## config.mk

```make
export PLATFORM = sky130hd
export DESIGN_NAME = f1_reaction_timer_flat
export DESIGN_NICKNAME = d
export VERILOG_FILES = /design/src/rtl/f1_pkg.sv /design/src/rtl/f1_reaction_timer_if.sv /design/src/rtl/rt_prescaler.sv /design/src/rtl/f1_reaction_timer.sv /design/src/flat_wrapper.sv
export SDC_FILE = /design/constraint.sdc
export NUM_CORES = 1
export LEC_CHECK = 0
export CAP_MARGIN = 20
export CELL_PAD_IN_SITES_DETAIL_PLACEMENT = 0
export CELL_PAD_IN_SITES_GLOBAL_PLACEMENT = 1
export CORE_ASPECT_RATIO = 0.7
export CORE_UTILIZATION = 50
export DETAILED_ROUTE_END_ITERATION = 10
export DONT_BUFFER_PORTS = 1
export PLACE_DENSITY = 0.84
export SLEW_MARGIN = 20
export SYNTH_ARGS = -nofsm -noshare
export SYNTH_HDL_FRONTEND = slang
export SYNTH_SLANG_ARGS = --single-unit
```

## constraint.sdc

```tcl
create_clock -name clk -period 3.7 [get_ports clk]
set_input_delay 1.11 -clock clk [delete_from_list [all_inputs] [get_ports clk]]
set_output_delay 1.11 -clock clk [all_outputs]
set_load 0.02 [all_outputs]
```

## src/rtl/f1_pkg.sv

```systemverilog
// Shared FSM state type and light-pattern constants for the F1 reaction timer.
// Latency: n/a (types and constants only).
// Backpressure: n/a.
package f1_pkg;

  typedef enum logic [2:0] {
    ST_IDLE,
    ST_ARMING,
    ST_ARMED,
    ST_TIMING,
    ST_DONE
  } state_t;

  localparam logic [7:0] LIGHTS_ALL = 8'hFF;
  localparam logic [7:0] LIGHTS_OFF = 8'h00;

endpackage

```

## src/rtl/f1_reaction_timer_if.sv

```systemverilog
// Light/button inputs and result outputs of the reaction timer, bundled as one port.
// Latency: n/a (wiring only).
// Backpressure: none; valid is a one-cycle pulse with no ready.
interface f1_reaction_timer_if #(
  parameter int WIDTH = 16
);
  logic [7:0]       lights;
  logic             btn;
  logic [WIDTH-1:0] react_time;
  logic             valid;
  logic             jump_start;
  logic             busy;

  // Stimulus side: drives lights/button, observes the result.
  modport master (
    output lights, btn,
    input  react_time, valid, jump_start, busy
  );

  // Timer side.
  modport slave (
    input  lights, btn,
    output react_time, valid, jump_start, busy
  );
endinterface

```

## src/rtl/rt_prescaler.sv

```systemverilog
// Divides clk by N+1 into a one-cycle timing-unit tick.
// Latency: tick is combinational from the count; first tick N cycles after clr drops.
// Backpressure: en low freezes the count; clr forces it back to zero.
module rt_prescaler #(
  parameter logic [15:0] N = 16'd999
) (
  input  logic clk,
  input  logic rst,
  input  logic en,
  input  logic clr,
  output logic o_tick
);

  logic [15:0] r_cnt;

  assign o_tick = en & ~clr & (r_cnt == N);

  // Free-running modulo-(N+1) counter, held while disabled.
  always_ff @(posedge clk) begin
    if (rst) begin
      r_cnt <= 16'd0;
    end else if (clr) begin
      r_cnt <= 16'd0;
    end else if (en) begin
      r_cnt <= (r_cnt == N) ? 16'd0 : r_cnt + 16'd1;
    end
  end

endmodule

```

## src/rtl/f1_reaction_timer.sv

```systemverilog
// F1 start-lights reaction timer; optional jump-start detection via F1_JUMP_DETECT_EN.
// Latency: result and valid appear one cycle after the button edge / saturation.
// Backpressure: none; en low freezes FSM, prescaler, counter and edge register.
module f1_reaction_timer
  import f1_pkg::*;
#(
  parameter int          WIDTH  = 16,
  parameter logic [15:0] N_TICK = 16'd999
) (
  input logic               clk,
  input logic               rst,
  input logic               en,
  f1_reaction_timer_if.slave bus
);

  localparam logic [WIDTH-1:0] CNT_MAX = '1;
  localparam logic [WIDTH-1:0] CNT_ONE = WIDTH'(1);

  state_t           r_state;
  state_t           w_next;
  logic             r_btn_q;
  logic [WIDTH-1:0] r_cnt;
  logic [WIDTH-1:0] r_react;
  logic             r_valid;
  logic             w_edge;
  logic             w_tick;
  logic             w_busy;
  logic             w_meas_evt;
  logic             w_sat_evt;
  logic             w_enter_timing;
`ifdef F1_JUMP_DETECT_EN
  logic             w_jump_evt;
  logic             r_jump;
`endif

  // Only rising edges count; a held button never re-triggers.
  assign w_edge = en & bus.btn & ~r_btn_q;

  // Prescaler is held in clear outside TIMING so each run starts at a unit boundary.
  rt_prescaler #(.N(N_TICK)) u_prescaler (
    .clk    (clk),
    .rst    (rst),
    .en     (en),
    .clr    (r_state != ST_TIMING),
    .o_tick (w_tick)
  );

  // Button history for edge detection, frozen while disabled.
  always_ff @(posedge clk) begin
    if (rst)     r_btn_q <= 1'b0;
    else if (en) r_btn_q <= bus.btn;
  end

  // State register.
  always_ff @(posedge clk) begin
    if (rst)     r_state <= ST_IDLE;
    else if (en) r_state <= w_next;
  end

  // Next-state logic; later assignments in a branch take priority.
  always_comb begin
    w_next = r_state;
    case (r_state)
      ST_IDLE: begin
        if (bus.lights != LIGHTS_OFF) w_next = ST_ARMING;
      end
      ST_ARMING: begin
        if (bus.lights == LIGHTS_ALL)      w_next = ST_ARMED;
        else if (bus.lights == LIGHTS_OFF) w_next = ST_IDLE;
`ifdef F1_JUMP_DETECT_EN
        if (w_edge) w_next = ST_DONE;
`endif
      end
      ST_ARMED: begin
        if (bus.lights == LIGHTS_OFF) w_next = ST_TIMING;
`ifdef F1_JUMP_DETECT_EN
        // A press coinciding with lights-out is still a jump start.
        if (w_edge) w_next = ST_DONE;
`endif
      end
      ST_TIMING: begin
        if (w_edge || (r_cnt == CNT_MAX)) w_next = ST_DONE;
      end
      ST_DONE: begin
        if (!bus.btn && (bus.lights == LIGHTS_OFF)) w_next = ST_IDLE;
      end
      default: w_next = ST_IDLE;
    endcase
  end

  // Per-state outputs and the events that update the result registers.
  always_comb begin
    w_busy         = 1'b0;
    w_meas_evt     = 1'b0;
    w_sat_evt      = 1'b0;
    w_enter_timing = 1'b0;
`ifdef F1_JUMP_DETECT_EN
    w_jump_evt     = 1'b0;
`endif
    case (r_state)
      ST_ARMING: begin
        w_busy = 1'b1;
`ifdef F1_JUMP_DETECT_EN
        w_jump_evt = w_edge;
`endif
      end
      ST_ARMED: begin
        w_busy         = 1'b1;
        w_enter_timing = en & (w_next == ST_TIMING);
`ifdef F1_JUMP_DETECT_EN
        w_jump_evt = w_edge;
`endif
      end
      ST_TIMING: begin
        w_busy     = 1'b1;
        w_meas_evt = w_edge;
        w_sat_evt  = en & ~w_edge & (r_cnt == CNT_MAX);
      end
      default: ;
    endcase
  end

  // Reaction counter and result capture; the edge samples the pre-increment count.
  always_ff @(posedge clk) begin
    if (rst) begin
      r_cnt   <= '0;
      r_react <= '0;
      r_valid <= 1'b0;
    end else begin
`ifdef F1_JUMP_DETECT_EN
      r_valid <= w_meas_evt | w_sat_evt | w_jump_evt;
`else
      r_valid <= w_meas_evt | w_sat_evt;
`endif
      if (w_enter_timing) begin
        r_cnt <= '0;
      end else if ((r_state == ST_TIMING) && w_tick && (r_cnt != CNT_MAX)) begin
        r_cnt <= r_cnt + CNT_ONE;
      end
      if (w_meas_evt)     r_react <= r_cnt;
      else if (w_sat_evt) r_react <= CNT_MAX;
    end
  end

`ifdef F1_JUMP_DETECT_EN
  // Jump-start flag: set by an early press, cleared when a fresh run starts.
  always_ff @(posedge clk) begin
    if (rst)                 r_jump <= 1'b0;
    else if (w_enter_timing) r_jump <= 1'b0;
    else if (w_jump_evt)     r_jump <= 1'b1;
  end
  assign bus.jump_start = r_jump;
`else
  assign bus.jump_start = 1'b0;
`endif

  assign bus.react_time = r_react;
  assign bus.valid      = r_valid;
  assign bus.busy       = w_busy;

endmodule

```

## src/flat_wrapper.sv

```systemverilog
// flat-port wrapper written by rule: the top's interface ports become plain ports
module f1_reaction_timer_flat import f1_pkg::*;
#(
  parameter int          WIDTH  = 16,
  parameter logic [15:0] N_TICK = 16'd999
)
  (clk, rst, en, bus_lights, bus_btn, bus_react_time, bus_valid, bus_jump_start, bus_busy);
  f1_reaction_timer_if #(.WIDTH(WIDTH)) bus_i ();
  input logic clk;
  input logic rst;
  input logic en;
  input wire logic [$bits(bus_i.lights)-1:0] bus_lights;
  input wire logic [$bits(bus_i.btn)-1:0] bus_btn;
  output wire logic [$bits(bus_i.react_time)-1:0] bus_react_time;
  output wire logic [$bits(bus_i.valid)-1:0] bus_valid;
  output wire logic [$bits(bus_i.jump_start)-1:0] bus_jump_start;
  output wire logic [$bits(bus_i.busy)-1:0] bus_busy;
  assign bus_i.lights = bus_lights;
  assign bus_i.btn = bus_btn;
  assign bus_react_time = bus_i.react_time;
  assign bus_valid = bus_i.valid;
  assign bus_jump_start = bus_i.jump_start;
  assign bus_busy = bus_i.busy;
  f1_reaction_timer #(.WIDTH(WIDTH), .N_TICK(N_TICK)) u_core (.clk(clk), .rst(rst), .en(en), .bus(bus_i));
endmodule
```

### Yosys cells after proc, flatten, opt, wreduce, memory -nomap -nowiden

Cells that the tools add are included.

* output and inout port bits: 19
* ROM bits: 0
* register bits: 53
* latch bits: 0
* memories: 0
* input port bits: 12
* word-level logic and storage cells: 55
* bits in writable memories: 0

* add/subtract/negate cells: 2
* $mul: 0
* bitwise logic cells: 11
* shifts and indexed selects: 0
* magnitude comparators: 0
* div/mod/pow operators: 0
* equal/unequal tests: 10
* muxes and demuxes: 14
* reduce and logical (&&, ||, !) cells: 12

Operator list (count)
* two-way mux 16 bit: 3
* adder 16 x 1 -> 16 bit (second input constant): 2
* two-way mux 3 bit: 6
* equality test 16 x 10 -> 1 bit (second input constant): 1
* equality test 16 bit (second input constant): 1
* inequality test 16 bit (second input constant): 1
* one-hot mux 3 bit (5 select lines): 1
* equality test 3 x 2 -> 1 bit (second input constant): 3
* equality test 8 bit (second input constant): 1
* logical NOT 8 bit: 1
* nonzero test 8 bit: 1
* AND 1 bit: 7
* two-way mux 1 bit: 4
* OR reduction 2 bit: 2
* equality test 3 x 1 -> 1 bit (second input constant): 1
* equality test 3 bit (second input constant): 1
* logical AND 1 bit: 3
* logical NOT 3 bit: 1
* inequality test 3 x 2 -> 1 bit (second input constant): 1
* NOT 1 bit: 3
* OR reduction 3 bit: 1
* nonzero test 2 bit: 1
* logical NOT 1 bit: 1
* logical OR 1 bit: 1
* bitwise OR 1 bit: 1

### Logic depth before layout (Yosys ltp)

Gate-level depths: netlist of the first run.

* word-level depth: 9
* depth in mapped cells: 7

### By module

From an unflattened synthesis of the first run, not the netlist that was laid out.

* cell total of the unflattened synthesis: 281
* area, all modules: 2522.4 sq um

By module, submodules not included
* f1_reaction_timer: area each 1757.9 sq um, cells each 192, instances 1
* rt_prescaler: area each 764.5 sq um, cells each 89, instances 1

### Worst setup path before layout of the first run

Ideal clock, no wire load.

* path kind: input to register
* start point: input port bus_lights[5]
* end point: register u_core.r_cnt[0]
* required time: 3.583 ns
* stages: 5
* arrival: 2.338 ns
* library setup time: 0.117 ns
* setup slack: 1.245 ns
* buffers on the path: 1
* path through: or4_1 nor2_1 a31o_2 buf_2 nor2_1

* cells in the longest elaborated chain, start to end: 8
* elaborated cells between the ends (all ways): 14
* those cells by class: eq/ne: 2; mux: 7; bitwise: 1; reduce/logical: 4

Ends and longest elaborated chain
* start: declaration: line flat_wrapper.sv:12 `input wire logic [$bits(bus_i.lights)-1:0] bus_lights;`
* logical NOT 8 bit: line f1_reaction_timer.sv:69, f1_reaction_timer.sv:75, f1_reaction_timer.sv:85
* two-way mux 3 bit or logical AND 1 bit (tied branches): line f1_reaction_timer.sv:69, f1_reaction_timer.sv:85
* two-way mux 3 bit (on tied branches): line f1_reaction_timer.sv:68, f1_reaction_timer.sv:85
* one-hot mux 3 bit (5 select lines) *: line f1_reaction_timer.sv:63 `case (r_state)`
* equality test 3 x 2 -> 1 bit *: line f1_reaction_timer.sv:109 `w_enter_timing = en & (w_next == ST_TIMING);`
* AND 1 bit *: line f1_reaction_timer.sv:109
* two-way mux 1 bit *: line f1_reaction_timer.sv:100 `case (r_state)`
* OR reduction 2 bit (no line) *
* end signal: assignment: line f1_reaction_timer.sv:138 `r_cnt <= r_cnt + CNT_ONE;`
* end: declaration: line f1_reaction_timer.sv:22 `logic [WIDTH-1:0] r_cnt;`

Mark *: on every way between the ends. The rest lies on a longest branch, timed or not.
A chain may end at the register's enable or synchronous reset.

### Worst setup path in the final report of the first run

* start point: input port bus_lights[5]
* end point: register u_core.r_cnt[4]

The elaborated chain is that of the path after synthesis.

==> results by group, run 1 <==
Place
  • Post-DP HPWL: 3420 um
  • Routability Congestion: 0.918
  • Port bufs: 0

STA
  • Max_slew headroom: 50.9%
  • Tcrit/Tclk final: 64.5%
  • Max Fclk: 0.419 GHz
  • Worst slew pin tran: 0.731 ns
  • Fin Hold WS: 0.494 ns
  • Setup tns final: 0 ns
  • Clk_skew: 0.00631 ns
  • Final min period: 2.39 ns
  • Setup violators final: 0
  • Slew Viols, Final: 0
  • RSZ-0062 raised after global routing: no
  • Fin. Hold Viols: 0

Yosys
  • Register area share after synthesis: 42.7%
  • Top cells by area, synth: dfxtp_1 (43%), nor2_1 (7.4%), a211oi_1 (5.1%)
  • Post-synth top flop: dfxtp_1
  • Synth Instances: 291
  • Post-Syn Area: between 2000 and 2500 um2
  • Asr flop ratio synth: 0%
  • Area leader, netlist: dfxtp_1
  • Register bit total from synthesis: 53
  • Number of distinct library cells after synthesis: 38
  • Post-synth top cells: dfxtp_1 (53), nor2_1 (49), inv_1 (20), nand2_1 (20), a211oi_1 (17)
  • Post-synth EDFFs: 0
  • Syn. warnings: 0
  • Synth top area share: 42.7%
  • Post-Synthesis Mean Instance Area: about 8.5 um2
  • Most frequent cell after synthesis: dfxtp_1
  • Syn nets: 305

Detailed routing
  • Post-Route WL: 4920 um
  • WL per Instance: 13.8 um
  • Antenna-violating nets left: 0
  • Vias/cell: around 5.5
  • Drt pass-1 iters: 4
  • Via count: 1965
  • DRC viols: 0
  • DR iter-0 viols: 98

Floorplan
  • Die Area: 5250 um2
  • Die height: 61.0 um
  • IO Pins: 31
  • Die Wd: 86.2 um
  • Row cnt: 21
  • Core area: 4780 um2
  • Starting Density: 51.9%

Clock network
  • CTS clk-pin slew, worst paths: 0.09 ns
  • CTS buffer count: 5
  • Clk sink count: 53
  • Worst-Skew Late Latency: 0.31 ns
  • Root buffer cell: clkbuf_8
  • # hold bufs at CTS: 0
  • Cts repair resizes: 0
  • CTS tree: yes
  • CTS Buffer Depth: 2
  • Post-CTS setup buffer count: 0
  • H-tree depth: 2

Global routing
  • Global route total overflow: 0
  • Initial antenna violation count: 0
  • Vias in the first global route: roughly 1700
  • Largest net degree at the start of global routing: 25
  • First-pass GRT wire length: 8050 um
  • Total GRT Usage: between 20% and 30%

Worst setup path
  • CP required: 3.90 ns
  • Crit Path Max Fanout: 15
  • Critical path class: in -> reg
  • Setup crit end kind: register
  • Startpoint Class: input pin
  • CP Data Arrival Time: 2.59 ns

Power and ir drop
  • Peak supply drop: around 0.00018 V
  • Leakage power: 0.874 nW
  • Power Density: around 350 nW/um2

Final layout
  • Nets: 300
  • Diodes inserted: 0
  • Layout area overhead: 4.54%
  • Layout cell share with drive strength beyond 1: 4.88%

Outcome
  • Run status: complete, no violations

Job
  • Max cap viols: 0

Hold path
  • Worst min path class: reg -> reg
registers in the layout (all words and copies together), names as in the netlist:
register,count
u_core.bus.react_time,16
u_core.r_cnt,16
u_core.u_prescaler.r_cnt,16
u_core.r_state,3
u_core.bus.valid,1
u_core.r_btn_q,1
through the flow:
stage               total power, mW  worst slack [ns]  std cells  util, %  instance area [um2]
floorplan                     0.606              1.25        291        -                 2480
detailed placement            0.603             0.984        348     52.6                 2510
CTS                           0.921              1.31        356     54.3                 2590
global placement              0.603              1.01        348     52.6                 2510
global route                  0.949              1.23        356     54.3                 2590
finish                        0.908              1.31        356     54.3                 2590
power breakdown:
group          internal, mW  total (mW)  leakage [nW]  switching (mW)
combinational       0.00612      0.0164         0.407          0.0103
clock                 0.135       0.318        0.0395           0.183
sequential            0.571       0.573         0.427         0.00197
layout by cell type (no fill, tap or decap), drive strengths merged, types with 4 or more instances in the layout:
master   n
dfxtp   53
nor2    49
inv     20
nand2   20
a211oi  17
nand4   17
xor2    13
xnor2   11
nand3   10
nor4     9
clkbuf   8
and4     7
nor3     6
or4      6
and3     6
o21ai    6
mux2i    5
a21oi    4
cell families (layout without fill, tap and decap cells):
kind of cell,Yosys count,count (layout),synth area share [%]
other,1,1,0.151
buffers and inverters,33,29,5.49
AOI/OAI and AO/OA,34,34,9.32
and+or+nand+nor,139,139,30.8
adders and majority gates,2,2,1.01
xor gates and xnor gates,24,24,8.47
DFF,53,53,42.7
muxes,5,5,2.02
critical path, cell delays in order:
cell and delay (ns):
or4_1 0.51, nor2_1 0.31, a31o_2 0.43, or2_2 0.17
mux2i_1 0.05
routing by layer:
| metal | global-route usage [%] | up-vias | routed length [um] |
|---|---|---|---|
| met5 | 0 | - | 0 |
| met4 | 8.57 | 0 | 48 |
| met3 | 4.49 | 5 | 247 |
| met2 | 27.1 | 50 | 1880 |
| met1 | 30.6 | 892 | 2750 |
| li1 | - | 1018 | - |
final cells by class:
type	count	area (um2)
clock buffer	8	80.1
inverter	20	75.1
fill	468	2190
timing repair buffer	1	7.51
multi-input combinational	205	1280
tap	69	86.3
sequential	53	1060
path summary, 6_finish.rpt:
| check | startpoint | to | slack (ns) | depth (start not counted) |
|---|---|---|---|---|
| worst max-delay path | bus_lights[5] | u_core.r_cnt[4] | 1.31 | 5 |
| worst min register to register | u_core.r_btn_q | u_core.r_btn_q | 0.49 | 2 |
| worst min-delay path | u_core.r_btn_q | u_core.r_btn_q | 0.49 | 2 |
| worst max register to register | u_core.r_cnt[0] | u_core.r_cnt[10] | 1.60 | 6 |
Note: power is estimated with default switching activity, not from simulation.
==> run 2: changes to the inputs <==
--- a/config.mk
+++ b/config.mk
@@ -9,10 +9,10 @@
 export CELL_PAD_IN_SITES_DETAIL_PLACEMENT = 0
 export CELL_PAD_IN_SITES_GLOBAL_PLACEMENT = 1
 export CORE_ASPECT_RATIO = 0.7
-export CORE_UTILIZATION = 50
+export CORE_UTILIZATION = 42
 export DETAILED_ROUTE_END_ITERATION = 10
 export DONT_BUFFER_PORTS = 1
-export PLACE_DENSITY = 0.84
+export PLACE_DENSITY = 0.76
 export SLEW_MARGIN = 20
 export SYNTH_ARGS = -nofsm -noshare
 export SYNTH_HDL_FRONTEND = slang
==> constraint.sdc (replaced) <==
create_clock -name clk -period 2 [get_ports clk]
set_input_delay 0.6 -clock clk [delete_from_list [all_inputs] [get_ports clk]]
set_output_delay 0.6 -clock clk [all_outputs]
set_load 0.02 [all_outputs]
==> run 2 against run 1 <==
Effect of this change: worst hold slack worse by 0.15 ns; critical path depth is 2 higher; critical endpoint is now u_core.r_cnt[11]; clock skew is 0.0059 ns higher; sequential power is 85% higher; core utilization is 3.7 points lower; worst setup slack worse by 1.2 ns; register-to-register slack worse by 1.5 ns; largest power group unchanged; die area is 18% higher; power is 91% higher; flip-flop and latch count stayed put; clock power is 100% higher.
==> results by group, run 2 (synthesis gave the netlist of run 1 again) <==
Worst setup path
  • Critical Path Max Stage Delay: 0.46 ns (-0.05 ns)
  • Most used cell, CP: and4_4
  • Slowest-stage cell, CP: or4_1
  • Critical path class: reg -> reg
  • Setup crit end kind: register
  • Startpoint Class: register
  • Bufs and invs on worst path: 1 (+1)
  • CP required: 2.26 ns (-1.64 ns)
  • Crit-path cells: ha_2 > and4_4 > and4_4 > nand4_1 > buf_4 > or4_1 > nand2_1
  • Delay-heaviest family, CP: simple AND/OR/NAND/NOR gates
  • CP Data Arrival Time: 2.19 ns (-0.40 ns)
  • Crit Path Max Fanout: 6 (-9)

Floorplan
  • Starting Density: 43.6% (-8.3 points)
  • Die Wd: 93.9 um (+8.9%)
  • Die height: 66.3 um (+8.8%)
  • Core area: 5700 um2 (+19%)
  • IO Pins: 31 (unchanged)
  • Die Area: 6230 um2 (+18%)
  • Row cnt: 23 (+9.5%)

Power and ir drop
  • Leakage power: 1.05 nW (+20%)
  • Peak supply drop: 0.000311 V (+70%)
  • Power Density: 603 nW/um2 (+72%)

Hold path
  • Worst min path class: in -> reg

Global routing
  • Global route total overflow: 0 (unchanged)
  • Vias in the first global route: 1981 (+19%)
  • First-pass GRT wire length: 9520 um (+18%)
  • Initial antenna violation count: 0 (unchanged)
  • Total GRT Usage: 19.8% (-0.40 points)
  • Largest net degree at the start of global routing: 25 (unchanged)

STA
  • Tcrit/Tclk final: 96.4%
  • Setup violators final: 0 (unchanged)
  • Slew Viols, Final: 0 (unchanged)
  • Final min period: 1.93 ns
  • Fin Hold WS: 0.341 ns (-0.153 ns)
  • Worst slew pin tran: 0.532 ns (-0.199 ns)
  • RSZ-0062 raised after global routing: no
  • Max_slew headroom: 64.4% (+13 points)
  • Fin. Hold Viols: 0 (unchanged)
  • Clk_skew: 0.0122 ns (+0.00593 ns)
  • Setup WS post-layout: 0.0724 ns (-1.24 ns)
  • Max Fclk: 0.519 GHz

Final layout
  • Fillers: 562 (+20%)
  • Diodes inserted: 0 (unchanged)
  • Commonest non-fill, non-tap cell in the layout: dfxtp_1
  • Most frequent cells in the layout: dfxtp_1 (51), nor2_1 (49), buf_4 (32)
  • Layout cell share with drive strength beyond 1: 17.2% (+12 points)
  • Nets: 332 (+11%)
  • Layout area overhead: 16.1%

Place
  • Post-DP HPWL: 4150 um (+21%)
  • Pre-CTS WS: -0.0658 ns (-1.05 ns)
  • Port bufs: 0 (unchanged)
  • Routability Congestion: 0.937 (+2.0%)

Detailed routing
  • Drt pass-1 iters: 4 (unchanged)
  • WL per Instance: 14.6 um (+5.4%)
  • DR iter-0 viols: 112 (+14%)
  • Via count: 2079 (+5.8%)
  • Post-Route WL: 5740 um (+17%)
  • DRC viols: 0 (unchanged)
  • Vias/cell: 5.28 (-4.4%)
  • Antenna-violating nets left: 0 (unchanged)

Clock network
  • # hold bufs at CTS: 0 (unchanged)
  • H-tree depth: 2 (unchanged)
  • Clk sink count: 53 (unchanged)
  • CTS clk-pin slew, worst paths: 0.11 ns (+0.02 ns)
  • CTS buffer count: 5 (unchanged)
  • CTS tree: yes
  • Root buffer cell: clkbuf_8
  • Worst-Skew Late Latency: 0.32 ns (about the same)
  • CTS Buffer Depth: 2 (unchanged)

Job
  • Max cap viols: 0 (unchanged)

Outcome
  • Run status: complete, no violations
## run 2: cell types whose count changed in the layout (fill, tap and decap cells not counted), sizes merged
| cell | delta |
|---|---|
| buf | +32 |
| clkbuf | -3 |
| inv | +2 |
| clkinvlp | +1 |
## run 2: cell type report
class / count / area, um2 / share of cell area, %
multi-input combinational: 205 / 1300 / 45.0
tap: 75 / 93.8 / 3.26
timing repair buffer: 33 / 260 / 9.03
inverter: 20 / 75.1 / 2.60
clock inverter: 3 / 25.0 / 0.868
sequential: 53 / 1060 / 36.9
clock buffer: 5 / 68.8 / 2.39
## run 2: power breakdown
group	switching [mW]	internal [mW]	leakage (nW)
Combinational	0.0204	0.0164	0.576
Sequential	0.00354	1.06	0.428
Clock	0.384	0.256	0.0452
## run 2: worst reg2reg max path: cells and delay by family (launching register included)
kind          cells  cell delay [ns]
simple gates      5             1.13
buf+inv           1             0.18
fa+ha+maj         1             0.20
flops             1             0.36
## run 2: metal layers
layer	vias to the layer above	global-route usage, %	wire (um)
met3	4	4.48	405
met4	0	5.58	25
met1	948	30.7	3070
li1	1073	-	-
met2	54	26.4	2240
met5	-	0	0
## run 2: path summary, 6_finish.rpt
check | slack [ns] | startpoint | end | cells past startpoint
worst max-delay path | 0.07 | u_core.u_prescaler.r_cnt[1] | u_core.r_cnt[11] | 7
worst min-delay path | 0.34 | rst | u_core.bus.react_time[8] | 1
worst max register to register | 0.07 | u_core.u_prescaler.r_cnt[1] | u_core.r_cnt[11] | 7
worst min register to register | 0.50 | u_core.r_btn_q | u_core.r_btn_q | 2
## run 2: metrics by stage
| stage | utilization (%) | setup TNS [ns] | area [um2] | cells | power, mW |
|---|---|---|---|---|---|
| finish | 50.6 | 0 | 2880 | 394 | 1.74 |
| global route | 50.6 | 0 | 2880 | 394 | 1.80 |
| CTS | 50.4 | 0 | 2870 | 394 | 1.76 |
| detailed placement | 48.6 | -0.169 | 2770 | 385 | 1.12 |
| global placement | 48.6 | -0.0523 | 2770 | 385 | 1.12 |
| floorplan | - | 0 | 2480 | 291 | 1.12 |
## run 2: what timing repair did
action / 4_1_cts / 5_1_grt
setup endpoints to repair: 3 / 6
buffers inserted: 1 / 0
hold endpoints to repair: 0 / 0
resized for setup: 1 / 7
cloned: 0 / 0
==> run 3: changes to the inputs <==
--- a/config.mk
+++ b/config.mk
@@ -12,7 +12,7 @@
 export CORE_UTILIZATION = 42
 export DETAILED_ROUTE_END_ITERATION = 10
 export DONT_BUFFER_PORTS = 1
-export PLACE_DENSITY = 0.76
+export PLACE_DENSITY = 0.78
 export SLEW_MARGIN = 20
 export SYNTH_ARGS = -nofsm -noshare
 export SYNTH_HDL_FRONTEND = slang
==> run 3 against run 2 <==
Effect of this change: global-route usage grew 0.12 points; worst setup slack gained 0.0030 ns; via count up 3.1%; highest routed layer unchanged; power about the same; largest cell class unchanged; clock power decreased by 0.6%.
==> results by group, run 3 (synthesis gave the netlist of run 1 again) <==
Power and ir drop
  • Peak supply drop: 0.000327 V (+5.3%)
  • Sw Ratio: 21.9% (-1.6 points)
  • Pint: 1.36 mW (+2.0%)
  • Leakage power: 1.07 nW (+1.6%)
  • Flop pwr share: 60.9% (about the same)
  • Power share of the combinational group: 2.4% (+0.3 points)
  • Power share of the clock group: 36.6% (-0.2 points)
  • Design Power: 1.74 mW (about the same)
  • Power Density: 601 nW/um2 (-0.32%)
  • Psw: 0.380 mW (-6.9%)

Clock network
  • CTS buffer count: 5 (unchanged)
  • Clk sink count: 53 (unchanged)
  • CTS clk-pin slew, worst paths: 0.10 ns (about the same)
  • Post-CTS setup buffer count: 0 (-1)
  • H-tree depth: 2 (unchanged)
  • Worst-Skew Late Latency: 0.31 ns (about the same)
  • # hold bufs at CTS: 0 (unchanged)
  • CTS tree: yes
  • Root buffer cell: clkbuf_8
  • CTS Buffer Depth: 2 (unchanged)

STA
  • Setup violators final: 0 (unchanged)
  • Max_slew headroom: 63.7% (-0.62 points)
  • Fin. Hold Viols: 0 (unchanged)
  • Clk_skew: 0.00892 ns (-0.00332 ns)
  • Setup tns final: 0 ns (unchanged)
  • Slew Viols, Final: 0 (unchanged)
  • Worst slew pin tran: 0.541 ns (+0.00920 ns)
  • Final min period: 1.92 ns (-0.00303 ns)
  • RSZ-0062 raised after global routing: no
  • Fin Hold WS: 0.346 ns (+0.00477 ns)
  • Setup WS post-layout: 0.0754 ns (+0.00303 ns)
  • Max Fclk: 0.520 GHz (+0.16%)
  • Tcrit/Tclk final: 96.2% (-0.15 points)

Final layout
  • Fillers: 559 (-0.53%)
  • Layout cell share with drive strength beyond 1: 16.8% (-0.42 points)
  • Most frequent cells in the layout: dfxtp_1 (51), nor2_1 (49), buf_4 (34)
  • Non-Filler Instances: 396 (+0.51%)
  • Final Cell Area: 2890 um2 (+0.26%)
  • FF+latch area: 1060 um2 (unchanged)
  • Multi-input gate area in the final layout: 1290 um2 (-0.77%)
  • Commonest non-fill, non-tap cell in the layout: dfxtp_1
  • Layout area overhead: 16.4%
  • Final cell utilization of the core: 50.7% (+0.13 points)
  • Diodes inserted: 0 (unchanged)
  • Nets: 334 (+0.60%)

Global routing
  • Initial antenna violation count: 0 (unchanged)
  • Vias in the first global route: 1926 (-2.8%)
  • Total GRT Usage: 19.9% (+0.12 points)
  • Largest net degree at the start of global routing: 25 (unchanged)
  • Global route total overflow: 0 (unchanged)
  • First-pass GRT wire length: 9540 um (+0.28%)

Place
  • Post-DP HPWL: 4250 um (+2.3%)
  • Routability Congestion: 0.836 (-11%)
  • Post-placement cell area: 2790 um2 (+0.81%)
  • Port bufs: 0 (unchanged)
  • Pre-CTS WS: 0.00848 ns (+0.0743 ns)
  • Cells after DPL: 388 (+0.78%)

Floorplan
  • IO Pins: 31 (unchanged)
  • Die Area: 6230 um2 (unchanged)
  • Die Wd: 93.9 um (unchanged)
  • Die height: 66.3 um (unchanged)
  • Row cnt: 23 (unchanged)
  • Starting Density: 43.6% (unchanged)
  • Core area: 5700 um2 (unchanged)

Worst setup path
  • Crit Path Max Fanout: 4 (-2)
  • R2r setup slk: 0.08 ns (about the same)
  • CP Data Arrival Time: 2.17 ns (-0.02 ns)
  • Critical Path Max Stage Delay: 0.64 ns (+0.18 ns)
  • Delay-heaviest family, CP: simple AND/OR/NAND/NOR gates
  • Bufs and invs on worst path: 0 (-1)
  • CP required: 2.24 ns (-0.02 ns)
  • Slowest-stage cell, CP: or4_1
  • Critical path class: reg -> reg
  • Setup crit end kind: register
  • Startpoint Class: register
  • Crit-path cells: nand4_1 > or4_1 > and3_1 > nand3_1 > mux2i_1

Hold path
  • Worst min path class: in -> reg

Detailed routing
  • Via count: 2144 (+3.1%)
  • Post-Route WL: 5760 um (+0.24%)
  • Antenna-violating nets left: 0 (unchanged)
  • WL per Instance: 14.5 um (-0.26%)
  • DR iter-0 viols: 138 (+23%)
  • Vias/cell: 5.41 (+2.6%)
  • Drt pass-1 iters: 4 (unchanged)
  • DRC viols: 0 (unchanged)

Outcome
  • Run status: complete, no violations

Job
  • Max cap viols: 0 (unchanged)
[run 3: power groups by stage]
stage               Clock [mW]  Sequential (mW)  Combinational, mW
floorplan                    0             1.08             0.0384
global placement             0             1.08             0.0416
detailed placement           0             1.08             0.0416
CTS                      0.655             1.06             0.0421
global route             0.701             1.06             0.0466
finish                   0.636             1.06             0.0422
[run 3: area by class of cell]
cell class                 instances  share of cell area [%]
inverter                          20                    2.60
multi-input combinational        205                    44.5
timing repair buffer              35                    9.52
sequential                        53                    36.8
clock inverter                     2                   0.476
clock buffer                       6                    2.86
tap                               75                    3.25
[run 3: final timing paths]
path | from | endpoint | depth (start not counted)
max | u_core.r_cnt[4] | u_core.r_cnt[10] | 5
min | rst | u_core.bus.react_time[12] | 1
max reg2reg | u_core.r_cnt[4] | u_core.r_cnt[10] | 5
min reg2reg | u_core.r_btn_q | u_core.r_btn_q | 2
[run 3: worst reg2reg max path: cells and delay by family (launching register included)]
family	cells	cell delay, ns
flip-flops	1	0.42
AND/OR/NAND/NOR	4	1.27
multiplexers	1	0.19
[run 3: what timing repair did]
action,CTS,global route
endpoints found under the hold margin,0,0
resized for setup,0,3
endpoints found under the setup margin,0,5
[run 3: layer usage]
metal | GRT usage, % | vias up | part of all wire (%)
met5 | 0 | - | 0
met4 | 5.77 | 0 | 1.1
met3 | 4.60 | 6 | 6.3
met2 | 27.3 | 62 | 39
met1 | 30.2 | 994 | 54
li1 | - | 1082 | -
